`src/rtl/matrix_row_sequencer_pkg.sv`:
```
// Shared constants, state encoding and helpers for matrix_row_sequencer.
package matseq_pkg;

  localparam int LANES    = 5;
  localparam int LANE_W   = 8;
  localparam int ROW_BITS = LANES * LANE_W;

  localparam logic [2:0] OP_ADD  = 3'b000;
  localparam logic [2:0] OP_SUB  = 3'b001;
  localparam logic [2:0] OP_MULR = 3'b011;
  localparam logic [2:0] OP_CLR  = 3'b111;

  typedef enum logic [2:0] {
    IDLE = 3'd0,
    RDA  = 3'd1,
    RDB  = 3'd2,
    EXE  = 3'd3,
    CAL  = 3'd4,
    WR   = 3'd5,
    DONE = 3'd6
  } state_t;

  // All-ones in every lane below size, zero above.
  function automatic logic [ROW_BITS-1:0] lane_mask(input logic [2:0] size);
    logic [ROW_BITS-1:0] m;
    m = '0;
    for (int i = 0; i < LANES; i++) begin
      if (i < int'(size)) begin
        m[i*LANE_W +: LANE_W] = {LANE_W{1'b1}};
      end else begin
        m[i*LANE_W +: LANE_W] = {LANE_W{1'b0}};
      end
    end
    return m;
  endfunction

  function automatic logic cmd_legal(input logic [2:0] op, input logic [2:0] size);
    logic op_ok;
    case (op)
      OP_ADD, OP_SUB, OP_MULR, OP_CLR: op_ok = 1'b1;
      default:                         op_ok = 1'b0;
    endcase
    return op_ok && (size >= 3'd2) && (size <= 3'd5);
  endfunction

endpackage

```
`src/rtl/matrix_row_sequencer_if.sv`:
```
// Command, memory and ALU signals of matrix_row_sequencer; master = sequencer side.
interface matrix_row_sequencer_if #(
  parameter int ADDR_W = 8,
  parameter int ROW_W  = 40
);
  logic              cmd_valid;
  logic              cmd_ready;
  logic [2:0]        cmd_op;
  logic [2:0]        cmd_size;
  logic [ADDR_W-1:0] cmd_a_base;
  logic [ADDR_W-1:0] cmd_b_base;
  logic [ADDR_W-1:0] cmd_d_base;
  logic [ADDR_W-1:0] mem_rd_addr;
  logic [ROW_W-1:0]  mem_rd_data;
  logic              mem_we;
  logic [ADDR_W-1:0] mem_wr_addr;
  logic [ROW_W-1:0]  mem_wr_data;
  logic [2:0]        alu_op;
  logic [ROW_W-1:0]  alu_r1;
  logic [ROW_W-1:0]  alu_r2;
  logic [2:0]        alu_s;
  logic [ROW_W-1:0]  alu_res;
  logic              alu_ovf;
  logic              busy;
  logic              done;
  logic              ovf;
  logic              err;

  modport master (
    input  cmd_valid, cmd_op, cmd_size, cmd_a_base, cmd_b_base, cmd_d_base,
    input  mem_rd_data, alu_res, alu_ovf,
    output cmd_ready, mem_rd_addr, mem_we, mem_wr_addr, mem_wr_data,
    output alu_op, alu_r1, alu_r2, alu_s, busy, done, ovf, err
  );

  modport slave (
    output cmd_valid, cmd_op, cmd_size, cmd_a_base, cmd_b_base, cmd_d_base,
    output mem_rd_data, alu_res, alu_ovf,
    input  cmd_ready, mem_rd_addr, mem_we, mem_wr_addr, mem_wr_data,
    input  alu_op, alu_r1, alu_r2, alu_s, busy, done, ovf, err
  );
endinterface

```
`src/rtl/matrix_row_sequencer.sv`:
```
// Row-by-row issue/writeback sequencer for element-wise matrix ops.
// Define MATSEQ_OVF_ABORT_EN to stop a command at the first overflowing row.
module matrix_row_sequencer
  import matseq_pkg::*;
#(
  parameter int ADDR_W = 8,
  parameter int ROW_W  = ROW_BITS
) (
  input logic                    clk,
  input logic                    rst_n,
  matrix_row_sequencer_if.master bus
);

  state_t            state_q, state_d;
  logic [2:0]        op_q, op_d, size_q, size_d, r_q, r_d;
  logic [ADDR_W-1:0] a_base_q, a_base_d, b_base_q, b_base_d, d_base_q, d_base_d;
  logic [ROW_W-1:0]  a_q, a_d, b_q, b_d, res_q, res_d;
  logic              ovf_q, ovf_d, err_q, err_d;
  logic              cmd_ready_q, cmd_ready_d, busy_q, busy_d, done_q, done_d;
  logic              mem_we_q, mem_we_d;
  logic [ADDR_W-1:0] mem_rd_addr_q, mem_rd_addr_d, mem_wr_addr_q, mem_wr_addr_d;
  logic [ROW_W-1:0]  mem_wr_data_q, mem_wr_data_d;
  logic [2:0]        alu_op_q, alu_op_d, alu_s_q, alu_s_d;
  logic [ROW_W-1:0]  alu_r1_q, alu_r1_d, alu_r2_q, alu_r2_d;

  // Outputs are decoded from the next state so every one of them is a flop.
  always_comb begin
    state_d  = state_q;
    op_d     = op_q;
    size_d   = size_q;
    r_d      = r_q;
    a_base_d = a_base_q;
    b_base_d = b_base_q;
    d_base_d = d_base_q;
    a_d      = a_q;
    b_d      = b_q;
    res_d    = res_q;
    ovf_d    = ovf_q;
    err_d    = err_q;

    case (state_q)
      IDLE: begin
        if (bus.cmd_valid) begin
          op_d     = bus.cmd_op;
          size_d   = bus.cmd_size;
          a_base_d = bus.cmd_a_base;
          b_base_d = bus.cmd_b_base;
          d_base_d = bus.cmd_d_base;
          r_d      = 3'd0;
          ovf_d    = 1'b0;
          err_d    = 1'b0;
          if (!cmd_legal(bus.cmd_op, bus.cmd_size)) begin
            err_d   = 1'b1;
            state_d = DONE;
          end else if (bus.cmd_op == OP_CLR) begin
            res_d   = '0;
            state_d = WR;
          end else begin
            state_d = RDA;
          end
        end else begin
          state_d = IDLE;
        end
      end
      RDA: state_d = RDB;
      RDB: begin
        a_d     = bus.mem_rd_data;
        state_d = EXE;
      end
      EXE: begin
        b_d     = bus.mem_rd_data;
        state_d = CAL;
      end
      CAL: begin
        res_d = bus.alu_res;
        ovf_d = ovf_q | bus.alu_ovf;
`ifdef MATSEQ_OVF_ABORT_EN
        if (bus.alu_ovf) begin
          state_d = DONE;
        end else begin
          state_d = WR;
        end
`else
        state_d = WR;
`endif
      end
      WR: begin
        if (r_q == size_q - 3'd1) begin
          state_d = DONE;
        end else begin
          r_d     = r_q + 3'd1;
          state_d = (op_q == OP_CLR) ? WR : RDA;
        end
      end
      DONE:    state_d = IDLE;
      default: state_d = IDLE;
    endcase

    cmd_ready_d   = 1'b0;
    busy_d        = 1'b0;
    done_d        = 1'b0;
    mem_we_d      = 1'b0;
    mem_rd_addr_d = '0;
    mem_wr_addr_d = '0;
    mem_wr_data_d = '0;
    alu_op_d      = 3'd0;
    alu_s_d       = 3'd0;
    alu_r1_d      = '0;
    alu_r2_d      = '0;

    case (state_d)
      IDLE: cmd_ready_d = 1'b1;
      RDA: begin
        busy_d        = 1'b1;
        mem_rd_addr_d = a_base_d + ADDR_W'(r_d);
      end
      RDB: begin
        busy_d        = 1'b1;
        // Multiply-by-real takes its scalar from lane 0 of B's first word only.
        mem_rd_addr_d = (op_d == OP_MULR) ? b_base_d : b_base_d + ADDR_W'(r_d);
      end
      EXE: busy_d = 1'b1;
      CAL: begin
        busy_d   = 1'b1;
        alu_op_d = op_d;
        alu_s_d  = size_d;
        alu_r1_d = a_d;
        alu_r2_d = b_d;
      end
      WR: begin
        busy_d        = 1'b1;
        mem_we_d      = 1'b1;
        mem_wr_addr_d = d_base_d + ADDR_W'(r_d);
        mem_wr_data_d = res_d & ROW_W'(lane_mask(size_d));
      end
      DONE: begin
        busy_d = 1'b1;
        done_d = 1'b1;
      end
      default: cmd_ready_d = 1'b0;
    endcase
  end

  // Sequencer state, captured operands and registered outputs.
  always_ff @(posedge clk or negedge rst_n) begin
    if (!rst_n) begin
      state_q       <= IDLE;
      op_q          <= 3'd0;
      size_q        <= 3'd0;
      r_q           <= 3'd0;
      a_base_q      <= '0;
      b_base_q      <= '0;
      d_base_q      <= '0;
      a_q           <= '0;
      b_q           <= '0;
      res_q         <= '0;
      ovf_q         <= 1'b0;
      err_q         <= 1'b0;
      cmd_ready_q   <= 1'b1;
      busy_q        <= 1'b0;
      done_q        <= 1'b0;
      mem_we_q      <= 1'b0;
      mem_rd_addr_q <= '0;
      mem_wr_addr_q <= '0;
      mem_wr_data_q <= '0;
      alu_op_q      <= 3'd0;
      alu_s_q       <= 3'd0;
      alu_r1_q      <= '0;
      alu_r2_q      <= '0;
    end else begin
      state_q       <= state_d;
      op_q          <= op_d;
      size_q        <= size_d;
      r_q           <= r_d;
      a_base_q      <= a_base_d;
      b_base_q      <= b_base_d;
      d_base_q      <= d_base_d;
      a_q           <= a_d;
      b_q           <= b_d;
      res_q         <= res_d;
      ovf_q         <= ovf_d;
      err_q         <= err_d;
      cmd_ready_q   <= cmd_ready_d;
      busy_q        <= busy_d;
      done_q        <= done_d;
      mem_we_q      <= mem_we_d;
      mem_rd_addr_q <= mem_rd_addr_d;
      mem_wr_addr_q <= mem_wr_addr_d;
      mem_wr_data_q <= mem_wr_data_d;
      alu_op_q      <= alu_op_d;
      alu_s_q       <= alu_s_d;
      alu_r1_q      <= alu_r1_d;
      alu_r2_q      <= alu_r2_d;
    end
  end

  assign bus.cmd_ready   = cmd_ready_q;
  assign bus.busy        = busy_q;
  assign bus.done        = done_q;
  assign bus.ovf         = ovf_q;
  assign bus.err         = err_q;
  assign bus.mem_we      = mem_we_q;
  assign bus.mem_rd_addr = mem_rd_addr_q;
  assign bus.mem_wr_addr = mem_wr_addr_q;
  assign bus.mem_wr_data = mem_wr_data_q;
  assign bus.alu_op      = alu_op_q;
  assign bus.alu_s       = alu_s_q;
  assign bus.alu_r1      = alu_r1_q;
  assign bus.alu_r2      = alu_r2_q;

endmodule

```
`src/flat_wrapper.sv`:
```
// flat-port wrapper written by rule: the top's interface ports become plain ports
module matrix_row_sequencer_flat import matseq_pkg::*;
#(
  parameter int ADDR_W = 8,
  parameter int ROW_W  = ROW_BITS
)
  (clk, rst_n, bus_cmd_valid, bus_cmd_op, bus_cmd_size, bus_cmd_a_base, bus_cmd_b_base, bus_cmd_d_base, bus_mem_rd_data, bus_alu_res, bus_alu_ovf, bus_cmd_ready, bus_mem_rd_addr, bus_mem_we, bus_mem_wr_addr, bus_mem_wr_data, bus_alu_op, bus_alu_r1, bus_alu_r2, bus_alu_s, bus_busy, bus_done, bus_ovf, bus_err);
  matrix_row_sequencer_if #(.ADDR_W(ADDR_W), .ROW_W(ROW_W)) bus_i ();
  input logic clk;
  input logic rst_n;
  input wire logic [$bits(bus_i.cmd_valid)-1:0] bus_cmd_valid;
  input wire logic [$bits(bus_i.cmd_op)-1:0] bus_cmd_op;
  input wire logic [$bits(bus_i.cmd_size)-1:0] bus_cmd_size;
  input wire logic [$bits(bus_i.cmd_a_base)-1:0] bus_cmd_a_base;
  input wire logic [$bits(bus_i.cmd_b_base)-1:0] bus_cmd_b_base;
  input wire logic [$bits(bus_i.cmd_d_base)-1:0] bus_cmd_d_base;
  input wire logic [$bits(bus_i.mem_rd_data)-1:0] bus_mem_rd_data;
  input wire logic [$bits(bus_i.alu_res)-1:0] bus_alu_res;
  input wire logic [$bits(bus_i.alu_ovf)-1:0] bus_alu_ovf;
  output wire logic [$bits(bus_i.cmd_ready)-1:0] bus_cmd_ready;
  output wire logic [$bits(bus_i.mem_rd_addr)-1:0] bus_mem_rd_addr;
  output wire logic [$bits(bus_i.mem_we)-1:0] bus_mem_we;
  output wire logic [$bits(bus_i.mem_wr_addr)-1:0] bus_mem_wr_addr;
  output wire logic [$bits(bus_i.mem_wr_data)-1:0] bus_mem_wr_data;
  output wire logic [$bits(bus_i.alu_op)-1:0] bus_alu_op;
  output wire logic [$bits(bus_i.alu_r1)-1:0] bus_alu_r1;
  output wire logic [$bits(bus_i.alu_r2)-1:0] bus_alu_r2;
  output wire logic [$bits(bus_i.alu_s)-1:0] bus_alu_s;
  output wire logic [$bits(bus_i.busy)-1:0] bus_busy;
  output wire logic [$bits(bus_i.done)-1:0] bus_done;
  output wire logic [$bits(bus_i.ovf)-1:0] bus_ovf;
  output wire logic [$bits(bus_i.err)-1:0] bus_err;
  assign bus_i.cmd_valid = bus_cmd_valid;
  assign bus_i.cmd_op = bus_cmd_op;
  assign bus_i.cmd_size = bus_cmd_size;
  assign bus_i.cmd_a_base = bus_cmd_a_base;
  assign bus_i.cmd_b_base = bus_cmd_b_base;
  assign bus_i.cmd_d_base = bus_cmd_d_base;
  assign bus_i.mem_rd_data = bus_mem_rd_data;
  assign bus_i.alu_res = bus_alu_res;
  assign bus_i.alu_ovf = bus_alu_ovf;
  assign bus_cmd_ready = bus_i.cmd_ready;
  assign bus_mem_rd_addr = bus_i.mem_rd_addr;
  assign bus_mem_we = bus_i.mem_we;
  assign bus_mem_wr_addr = bus_i.mem_wr_addr;
  assign bus_mem_wr_data = bus_i.mem_wr_data;
  assign bus_alu_op = bus_i.alu_op;
  assign bus_alu_r1 = bus_i.alu_r1;
  assign bus_alu_r2 = bus_i.alu_r2;
  assign bus_alu_s = bus_i.alu_s;
  assign bus_busy = bus_i.busy;
  assign bus_done = bus_i.done;
  assign bus_ovf = bus_i.ovf;
  assign bus_err = bus_i.err;
  matrix_row_sequencer #(.ADDR_W(ADDR_W), .ROW_W(ROW_W)) u_core (.clk(clk), .rst_n(rst_n), .bus(bus_i));
endmodule
```
`config.mk`:
```
export PLATFORM = sky130hd
export DESIGN_NAME = matrix_row_sequencer_flat
export DESIGN_NICKNAME = d
export VERILOG_FILES = /design/src/rtl/matrix_row_sequencer_pkg.sv /design/src/rtl/matrix_row_sequencer_if.sv /design/src/rtl/matrix_row_sequencer.sv /design/src/flat_wrapper.sv
export SDC_FILE = /design/constraint.sdc
export NUM_CORES = 1
export LEC_CHECK = 0
export BUFFER_PORTS_ARGS = -buffer_cell sky130_fd_sc_hd__buf_2
export CAP_MARGIN = 40
export CORE_ASPECT_RATIO = 0.75
export CORE_MARGIN = 2
export CORE_UTILIZATION = 35
export DETAILED_ROUTE_END_ITERATION = 8
export HOLD_SLACK_MARGIN = 0.15
export PLACE_DENSITY = 0.68
export REMOVE_ABC_BUFFERS = 1
export SYNTH_ARGS = -nofsm -noshare
export SYNTH_HDL_FRONTEND = slang
export SYNTH_SLANG_ARGS = --single-unit
```
`constraint.sdc`:
```
create_clock -name clk -period 7.9 [get_ports clk]
set_input_delay 2.37 -clock clk [delete_from_list [all_inputs] [get_ports clk]]
set_output_delay 2.37 -clock clk [all_outputs]
set_load 0.005 [all_outputs]
```
==> impl_metrics.ini, run 1 <==
[status]
outcome = finished, final reports clean

[route]
via_per_inst = 4.663
drt_pass1_iterations = 4
drtIter0Drc = 260
antenna_left = 0
wl_per_cell_um = 16.65
drt_wl_total_mm = 23.60
via_count = 6608
route.detailed.drc = 0

[die]
ios = 262
rows = 53
fp.dieW_um = 199.0
dieArea_um2 = 29890
die-height_um = 150.2
core_area_um2 = 28050
initial_core_util_pct = 35.58

[final_layout]
drive_gt1_share_pct = 36.21
fillCellCount = 2595
finalCoreUtilization_pct = 45.26
layout_common_cells = 262 x dfrtp_1, 260 x buf_2, 52 x nand2_1
final_common_cell = dfrtp_1
num-nets-final = 1137
syn2layout_area_growth_pct = 27.22

[setup_path]
crit_required_ps = 8290
crit_path_start_kind = input pin
cp_data_arrival_time_ps = 4980
cp_max_fo = 19
path_class = input pin to flip-flop
worstSetupEndpointType = flip-flop

[synth]
synth_enable_flop_cells = 0
synth.top_cell.area_share_pct = 65.95
synth_cells = 749
synth_seq_cells = 264
syn-cell-area_um2 = 9980
yosys_warnings = 0
synth_area_per_cell_um2 = 13.32
synthDistinctLibCells = 56
ys_async_sr_fraction_pct = 100.0
synth.area.top_cells = dfrtp_1 66%, mux2_2 4.7%, a22o_1 3.6%, and2_1 2.8%, and3_1 2.7%
synth_ff_type = dfrtp_1
ys_seq_area_share_pct = 66.21
yosys.area.top_type = dfrtp_1

[sta]
finalCriticalPeriod_ps = 4597
fin_setup_tns_ps = 0
rsz0062_at_grt = false
setup_violations = 0
worstMarginPinSlew_ps = 886.5
slew_headroom_pct = 40.90
fin_crit_sh_pct = 58.19
finalHoldViolCount = 0
timing.fmax_ghz = 0.2175
fin_skew_ps = 9.882
report.final.slew_viol_count = 0

[cts]
cts.repair.resized = 0
numCtsBuffers = 27
cts_hold_buf = 0
insertion_delay_ps = 540
cts-root-buf = clkbuf_16
path_clk_slew_ps = 60
cts_sinks = 264
clock_path_buffers = 3
h-tree-depth = 1
cts_tree = yes
postCtsSetupBuffers = 0

[power]
pwr-share-comb_pct = 32.2
p_sw_uw = 1558
p_per_area_nw_per_um2 = 380.4
p_seq_share_pct = 39.8
p_int_uw = 3272
swShare_pct = 32.26
p_leak_uw = 0.006787
irDropWorstVdd_mv = 0.1513
clockPowerShare_pct = 28.0

[place]
gp_congestion = 0.8180
place_hpwl_mm = 15.88
portBuffers = 261

[global_routing]
grt_pass1_wl_mm = 36.36
overflow = 0
first_global_vias = 6523
grt_max_degree = 148
grtUsageTotal_pct = 15.55
antenna_found_initial = 2

[worst_hold_path]
hold_class = flip-flop to flip-flop

[run]
maxCapViolCount = 0
logic make-up after synthesis:
family	share of synthesized area (%)
simple gates	13.42
fa+ha+maj	1.981
buf+inv	2.934
compound gates	7.134
xor+xnor	2.156
flops	66.21
mux	6.169
Yosys cell counts (2+ instances only):
master     count
dfrtp_1      263
nand2_1       52
and2_1        44
and3_1        43
mux2_2        42
a22o_1        41
nor2b_1       32
clkbuf_1      29
inv_1         27
nor2_1        20
xnor2_1       17
a21oi_1       16
mux2i_1       12
ha_1          11
and3b_1        8
nand3_1        7
nor3_1         7
o22ai_1        7
buf_2          6
xor2_1         5
a21o_1         4
nand4_1        4
o21ai_0        4
and2b_1        3
fa_1           3
nand2b_1       3
nand3b_1       3
a2111oi_2      2
a31oi_1        2
buf_1          2
buf_6          2
nor4_1         2
o2111ai_1      2
o21ai_1        2
critical path, stage by stage:
cell	delay (ps)
buf_2	110
or4b_1	630
buf_16	240
a21o_1	170
mux2_2	310
ha_1	210
inv_1	80
fa_1	200
inv_1	50
a21oi_1	230
nor4_1	90
xnor2_1	190
o22ai_1	100
area by class of cell:
type	instances	area [um2]	area share (%)
Clock inverter	13	188.9	1.488
Sequential cell	264	6609	52.05
Clock buffer	37	763.2	6.012
Inverter	27	101.3	0.7983
Timing Repair Buffer	272	1444	11.37
Antenna cell	2	5.005	0.03942
Multi-Input combinational cell	417	3103	24.44
Tap cell	385	481.7	3.794
sequential cells by signal (all words and copies together) (netlist names), 3 cells and up:
| register | cells |
|---|---|
| u_core.state_q | 3 |
| u_core.bus.alu_r2 | 40 |
| u_core.a_q | 40 |
| u_core.bus.mem_rd_addr | 8 |
| u_core.bus.alu_s | 3 |
| u_core.op_q | 3 |
| u_core.bus.mem_wr_data | 40 |
| u_core.bus.mem_wr_addr | 8 |
| u_core.res_q | 40 |
| u_core.size_q | 3 |
| u_core.a_base_q | 8 |
| u_core.d_base_q | 8 |
| u_core.r_q | 3 |
| u_core.b_base_q | 8 |
| u_core.bus.alu_r1 | 40 |
| u_core.bus.alu_op | 3 |
through the flow:
| step | hold slack [ps] | total power, uW | instances | worst slack [ps] | cell area, um2 |
|---|---|---|---|---|---|
| after global routing | 501.3 | 5159 | 1416 | 3183 | 12690 |
| final | 489.0 | 4829 | 1417 | 3303 | 12700 |
| after detailed placement | 475.5 | 3502 | 1364 | 2604 | 11710 |
| after floorplan | 444.2 | 2936 | 708 | 2603 | 9788 |
| after CTS | 491.1 | 4881 | 1414 | 3196 | 12660 |
| after global placement | 473.8 | 3461 | 1362 | 2719 | 11680 |
routing by layer:
| layer | vias up | wire (um) | GRT usage (%) |
|---|---|---|---|
| li1 | 3065 | - | - |
| met1 | 3285 | 11120 | 22.76 |
| met2 | 222 | 10290 | 22.97 |
| met3 | 36 | 1764 | 4.323 |
| met4 | 0 | 421 | 3.396 |
| met5 | - | 0 | 0 |
final timing paths:
path / cells past startpoint / start / to / slack, ps
worst min register to register: 1 / u_core.res_q[19] / u_core.res_q[19] / 490
worst max-delay path: 13 / bus_cmd_valid / u_core.bus.mem_rd_addr[6] / 3300
worst min-delay path: 1 / u_core.res_q[19] / u_core.res_q[19] / 490
worst max register to register: 12 / u_core.state_q[2] / u_core.bus.mem_rd_addr[6] / 4530
max in group asynchronous: 2 / rst_n / u_core.bus.mem_wr_data[16] / 4750
min in group asynchronous: 1 / rst_n / u_core.a_q[6] / 1870
power by group through the flow:
stage / combinational (uW) / sequential (uW) / clock (uW)
2_1_floorplan: 998 / 1940 / 0
3_3_place_gp: 1530 / 1930 / 0
3_5_place_dp: 1560 / 1940 / 0
4_1_cts: 1560 / 1920 / 1400
5_1_grt: 1750 / 1970 / 1450
6_report: 1560 / 1920 / 1350
(Power assumes the default switching activity.)
==> run 2, diff against run 1 <==
clock period = 4.6 ns   (was 7.9 ns; I/O delays follow)
==> run 2 against run 1 <==
Against the previous run: critical path depth shrank 1; worst setup slack worse by 2200 ps; die area stayed put; global-route usage increased by 0.094 points; final cell count about the same; first-iteration DRC count is 19% lower; via count is 0.86% lower; worst hold slack lost 1.4 ps; wire length rose by 0.36%; highest routed layer is now met5; final area decreased by 0.62%; critical path type unchanged.
==> impl_metrics.ini, run 2 (same netlist as run 1, synthesis figures left out) <==
[cts]
clock_path_buffers = 3
cts-root-buf = clkbuf_16
postCtsSetupBuffers = 0
cts_hold_buf = 0
numCtsBuffers = 27
cts_tree = yes
h-tree-depth = 1
cts.repair.resized = 0
insertion_delay_ps = 550
path_clk_slew_ps = 60
cts_sinks = 264

[global_routing]
grt_max_degree = 89
antenna_found_initial = 3
grtUsageTotal_pct = 15.64
overflow = 0
first_global_vias = 6520
grt_pass1_wl_mm = 36.30

[setup_path]
worstSetupEndpointType = flip-flop
cp_max_fo = 11
crit_path_start_kind = input pin
worstPathCellList = buf_2 -> or4b_1 -> a21o_1 -> mux2_2 -> ha_1 -> inv_1 -> fa_1 -> inv_1 -> a21oi_1 -> nor4_1 -> xnor2_1 -> o22ai_1
path_class = input pin to flip-flop
crit_required_ps = 4980
cp_slowest_stage_delay_ps = 660
cp_slowest_cell = or4b_1
cp_common_cell = inv_1
cp_data_arrival_time_ps = 3850
reg2reg_slack_ps = 1290
critPathTopFamily = simple AND/OR/NAND/NOR gates
worst-path-buf-inv = 3

[place]
gp_congestion = 0.8376
place_hpwl_mm = 16.21
portBuffers = 261
place_ws_ps = 593.6

[final_layout]
syn2layout_area_growth_pct = 26.43
fillCellCount = 2615
finalCoreUtilization_pct = 44.98
layout_common_cells = 262 x dfrtp_1, 260 x buf_2, 52 x nand2_1
final_common_cell = dfrtp_1
drive_gt1_share_pct = 36.15
num-nets-final = 1141

[power]
p_leak_uw = 0.006755
p_int_uw = 5434
clockPowerShare_pct = 25.9
irDropWorstVdd_mv = 0.2863
swShare_pct = 32.79
p_sw_uw = 2651
p_seq_share_pct = 41.0
pwr-share-comb_pct = 33.1
p_per_area_nw_per_um2 = 640.8

[sta]
holdWs_ps = 487.6
finalCriticalPeriod_ps = 3461
fin_setup_tns_ps = 0
rsz0062_at_grt = false
setup_violations = 0
fin_skew_ps = 24.58
finalHoldViolCount = 0
slew_headroom_pct = 44.32
timing.fmax_ghz = 0.2889
fin_crit_sh_pct = 75.24
worstMarginPinSlew_ps = 834.4
report.final.slew_viol_count = 0
fin_ws_ps = 1139

[run]
maxCapViolCount = 0

[die]
fp.dieW_um = 199.0
core_area_um2 = 28050
rows = 53
dieArea_um2 = 29890
die-height_um = 150.2
ios = 262
initial_core_util_pct = 35.58

[route]
via_count = 6551
via_per_inst = 4.626
drt_wl_total_mm = 23.68
drtIter0Drc = 210
wl_per_cell_um = 16.72
antenna_left = 0
drt_pass1_iterations = 4
route.detailed.drc = 0

[status]
outcome = finished, final reports clean

[worst_hold_path]
hold_class = flip-flop to flip-flop
-- run 2: changes by cell type in the layout (fill, tap and decap cells not counted), sizes merged --
cell      change
buf           +4
bufinv        -4
clkbuf        +3
clkinv        -3
clkinvlp      -1
-- run 2: metrics by stage --
stage	power (uW)	instances	area, um2
final	8085	1416	12620
after global routing	8652	1415	12610
after CTS	8205	1414	12610
after detailed placement	6044	1369	11760
after global placement	5958	1368	11740
after floorplan	5043	708	9788
-- run 2: metal layers --
layer	up-vias	share of wire [%]	global-route usage, %
li1	3076	-	-
met1	3244	47	22.76
met2	198	44	23.18
met3	31	7.3	4.637
met4	2	1.6	3.172
met5	-	0.055	0
-- run 2: final timing paths --
path	start	end	depth (start not counted)
setup / recovery	bus_cmd_valid	u_core.bus.mem_rd_addr[6]	12
hold / removal	u_core.d_base_q[0]	u_core.d_base_q[0]	2
setup reg to reg	u_core.size_q[0]	u_core.bus.mem_rd_addr[6]	13
hold reg to reg	u_core.d_base_q[0]	u_core.d_base_q[0]	2
max in group asynchronous	rst_n	u_core.bus.alu_s[2]	2
min in group asynchronous	rst_n	u_core.op_q[0]	1
-- run 2: cell type report --
type                    instances  area, um2  area share (%)
flip-flops and latches        264       6609           52.38
clock buffers                  40      804.5           6.376
multi-input cells             417       3103           24.59
clock inverters                 5      46.29          0.3669
repair buffers                276       1466           11.62
diodes                          2      5.005         0.03967
well taps                     385      481.7           3.818
inverters                      27      101.3          0.8033
-- run 2: power by group through the flow --
stage,registers [uW],logic [uW],clock network [uW]
after global placement,3330,2630,0
after CTS,3310,2710,2180
after floorplan,3330,1710,0
final,3310,2680,2090
after detailed placement,3350,2700,0
after global routing,3380,2990,2280
-- run 2: worst reg2reg max path, cell delays in order (launching register included) --
cell	delay, ps
dfrtp_1	410
inv_1	110
ha_1	320
xor2_1	250
and4b_1	330
a21o_1	120
a22o_1	240
inv_1	170
fa_1	470
inv_1	70
a21oi_1	80
a2111oi_2	330
xnor2_1	160
o22ai_1	90
==> run 3, diff against run 2 <==
PLACE_DENSITY = 0.7   (was 0.68)
clock period = 2.9 ns   (was 4.6 ns; I/O delays follow)
==> run 3 against run 2 <==
Against the previous run: non-clock buffer count increased by 50; utilization is 2.6 points higher; first-iteration DRC count up 13%; register-to-register slack got worse by 1300 ps; largest power group is now combinational logic; combinational power grew 96%; wire length increased by 7.9%; via count increased by 4.8%.
==> impl_metrics.ini, run 3 (same netlist as run 1, synthesis figures left out) <==
[place]
placed_cells_incl_taps = 1413
place_ws_ps = -313.6
portBuffers = 261
place_hpwl_mm = 17.57
gp_congestion = 0.8384

[die]
fp.dieW_um = 199.0
die-height_um = 150.2
ios = 262
initial_core_util_pct = 35.58
core_area_um2 = 28050
dieArea_um2 = 29890
rows = 53

[sta]
fin_crit_sh_pct = 99.72
report.final.slew_viol_count = 0
setup_violations = 0
fin_setup_tns_ps = 0
timing.fmax_ghz = 0.3458
fin_skew_ps = 19.10
slew_headroom_pct = 62.36
finalHoldViolCount = 0
fin_ws_ps = 8.200
finalCriticalPeriod_ps = 2892
worstMarginPinSlew_ps = 564.6
rsz0062_at_grt = true

[route]
drtIter0Drc = 237
drt_pass1_iterations = 4
antenna_left = 0
via_per_inst = 4.671
drt_wl_total_mm = 25.55
route.detailed.drc = 0
wl_per_cell_um = 17.38
via_count = 6867

[cts]
cts_tree = yes
insertion_delay_ps = 550
h-tree-depth = 1
clock_path_buffers = 3
cts_sinks = 264
numCtsBuffers = 28
cts-root-buf = clkbuf_16
path_clk_slew_ps = 60

[power]
p_per_area_nw_per_um2 = 1056
p_sw_uw = 4651
p_leak_uw = 0.007087
p_seq_share_pct = 36.9
clockPowerShare_pct = 25.8
swShare_pct = 32.97
pwr-share-comb_pct = 37.2
p_int_uw = 9455
irDropWorstVdd_mv = 0.5851

[setup_path]
worstSetupEndpointType = flip-flop
crit_required_ps = 3310
cp.depth = 12
worstPathCellList = inv_2 -> ha_4 -> xnor3_2 -> and4b_1 -> a21o_1 -> a22o_4 -> ha_4 -> a21o_1 -> a21oi_2 -> a2111oi_4 -> a31o_2 -> o211ai_1
cp_slowest_stage_delay_ps = 400
cp_data_arrival_time_ps = 3310
path_class = flip-flop to flip-flop
r2r_cells = 12
worst-path-buf-inv = 1
critPathTopFamily = compound AO/OA/AOI/OAI gates
crit_path_start_kind = flip-flop
cp_max_fo = 5
cp_slowest_cell = a2111oi_4

[final_layout]
multiInputGateArea_um2 = 3287
layout_common_cells = 262 x dfrtp_1, 260 x buf_2, 56 x buf_4
syn2layout_area_growth_pct = 33.80
stdcell_count = 1470
num-nets-final = 1192
final_common_cell = dfrtp_1
register_area_um2 = 6609
fillCellCount = 2494
drive_gt1_share_pct = 42.07

[global_routing]
grtUsageTotal_pct = 16.95
grt_pass1_wl_mm = 39.38
first_global_vias = 7180
grt_max_degree = 69
overflow = 0
antenna_found_initial = 2

[status]
outcome = finished, final reports clean

[run]
maxCapViolCount = 0

[worst_hold_path]
hold_class = input pin to async pin
## run 3: changes by cell type in the layout (fill, tap and decap cells not counted), moves of 4 or more
cell	change
ha_1	-5
buf_4	+44
a21oi_2	+7
buf_12	+6
ha_4	+4
a21oi_1	-7
## run 3: worst paths after layout
kind / from / to / slack (ps)
min in group clk: u_core.a_q[17] / u_core.a_q[17] / 490
worst max-delay path: u_core.size_q[1] / u_core.bus.mem_rd_addr[7] / 8
worst min-delay path: rst_n / u_core.bus.alu_r1[35] / 270
max in group asynchronous: rst_n / u_core.bus.err / 1850
worst min register to register: u_core.a_q[17] / u_core.a_q[17] / 490
worst max register to register: u_core.size_q[1] / u_core.bus.mem_rd_addr[7] / 8
## run 3: metrics by stage
| step | hold slack, ps | cell area (um2) | power [uW] | util, % |
|---|---|---|---|---|
| finish | 271.7 | 13350 | 14110 | 47.60 |
| global route | 296.2 | 13350 | 15000 | 47.59 |
| CTS | 273.2 | 13200 | 13960 | 47.05 |
| detailed placement | 475.0 | 12160 | 10100 | 43.35 |
| global placement | 462.4 | 12160 | 9957 | 43.35 |
| floorplan | 444.2 | 9788 | 7999 | - |
## run 3: layout make-up
cell class	instances	area share (%)
diodes	1	0.01874
clock buffers	37	6.025
clock inverters	13	1.124
inverters	27	0.7590
multi-input cells	417	24.62
flip-flops and latches	264	49.49
well taps	385	3.608
repair buffers	326	14.36
## run 3: repair_timing
item | CTS | global route
pin swaps | 5 | 20
hold buffers | 0 | 0
gates cloned | 0 | 0
gates resized for setup | 12 | 23
setup endpoints to repair | 7 | 12
buffers inserted | 3 | 3
## run 3: power groups by stage
stage	combinational, uW	sequential (uW)	clock [uW]
2_1_floorplan	2720	5280	0
3_3_place_gp	4720	5230	0
3_5_place_dp	4840	5260	0
4_1_cts	5010	5210	3740
5_1_grt	5780	5320	3900
6_report	5250	5210	3640
## run 3: layer usage
metal,up-vias,track usage [%],part of all wire (%)
met2,213,26.52,45
met4,2,3.993,2.0
met5,-,0,0.051
met1,3430,24.03,46
li1,3183,-,-
met3,39,3.875,6.5
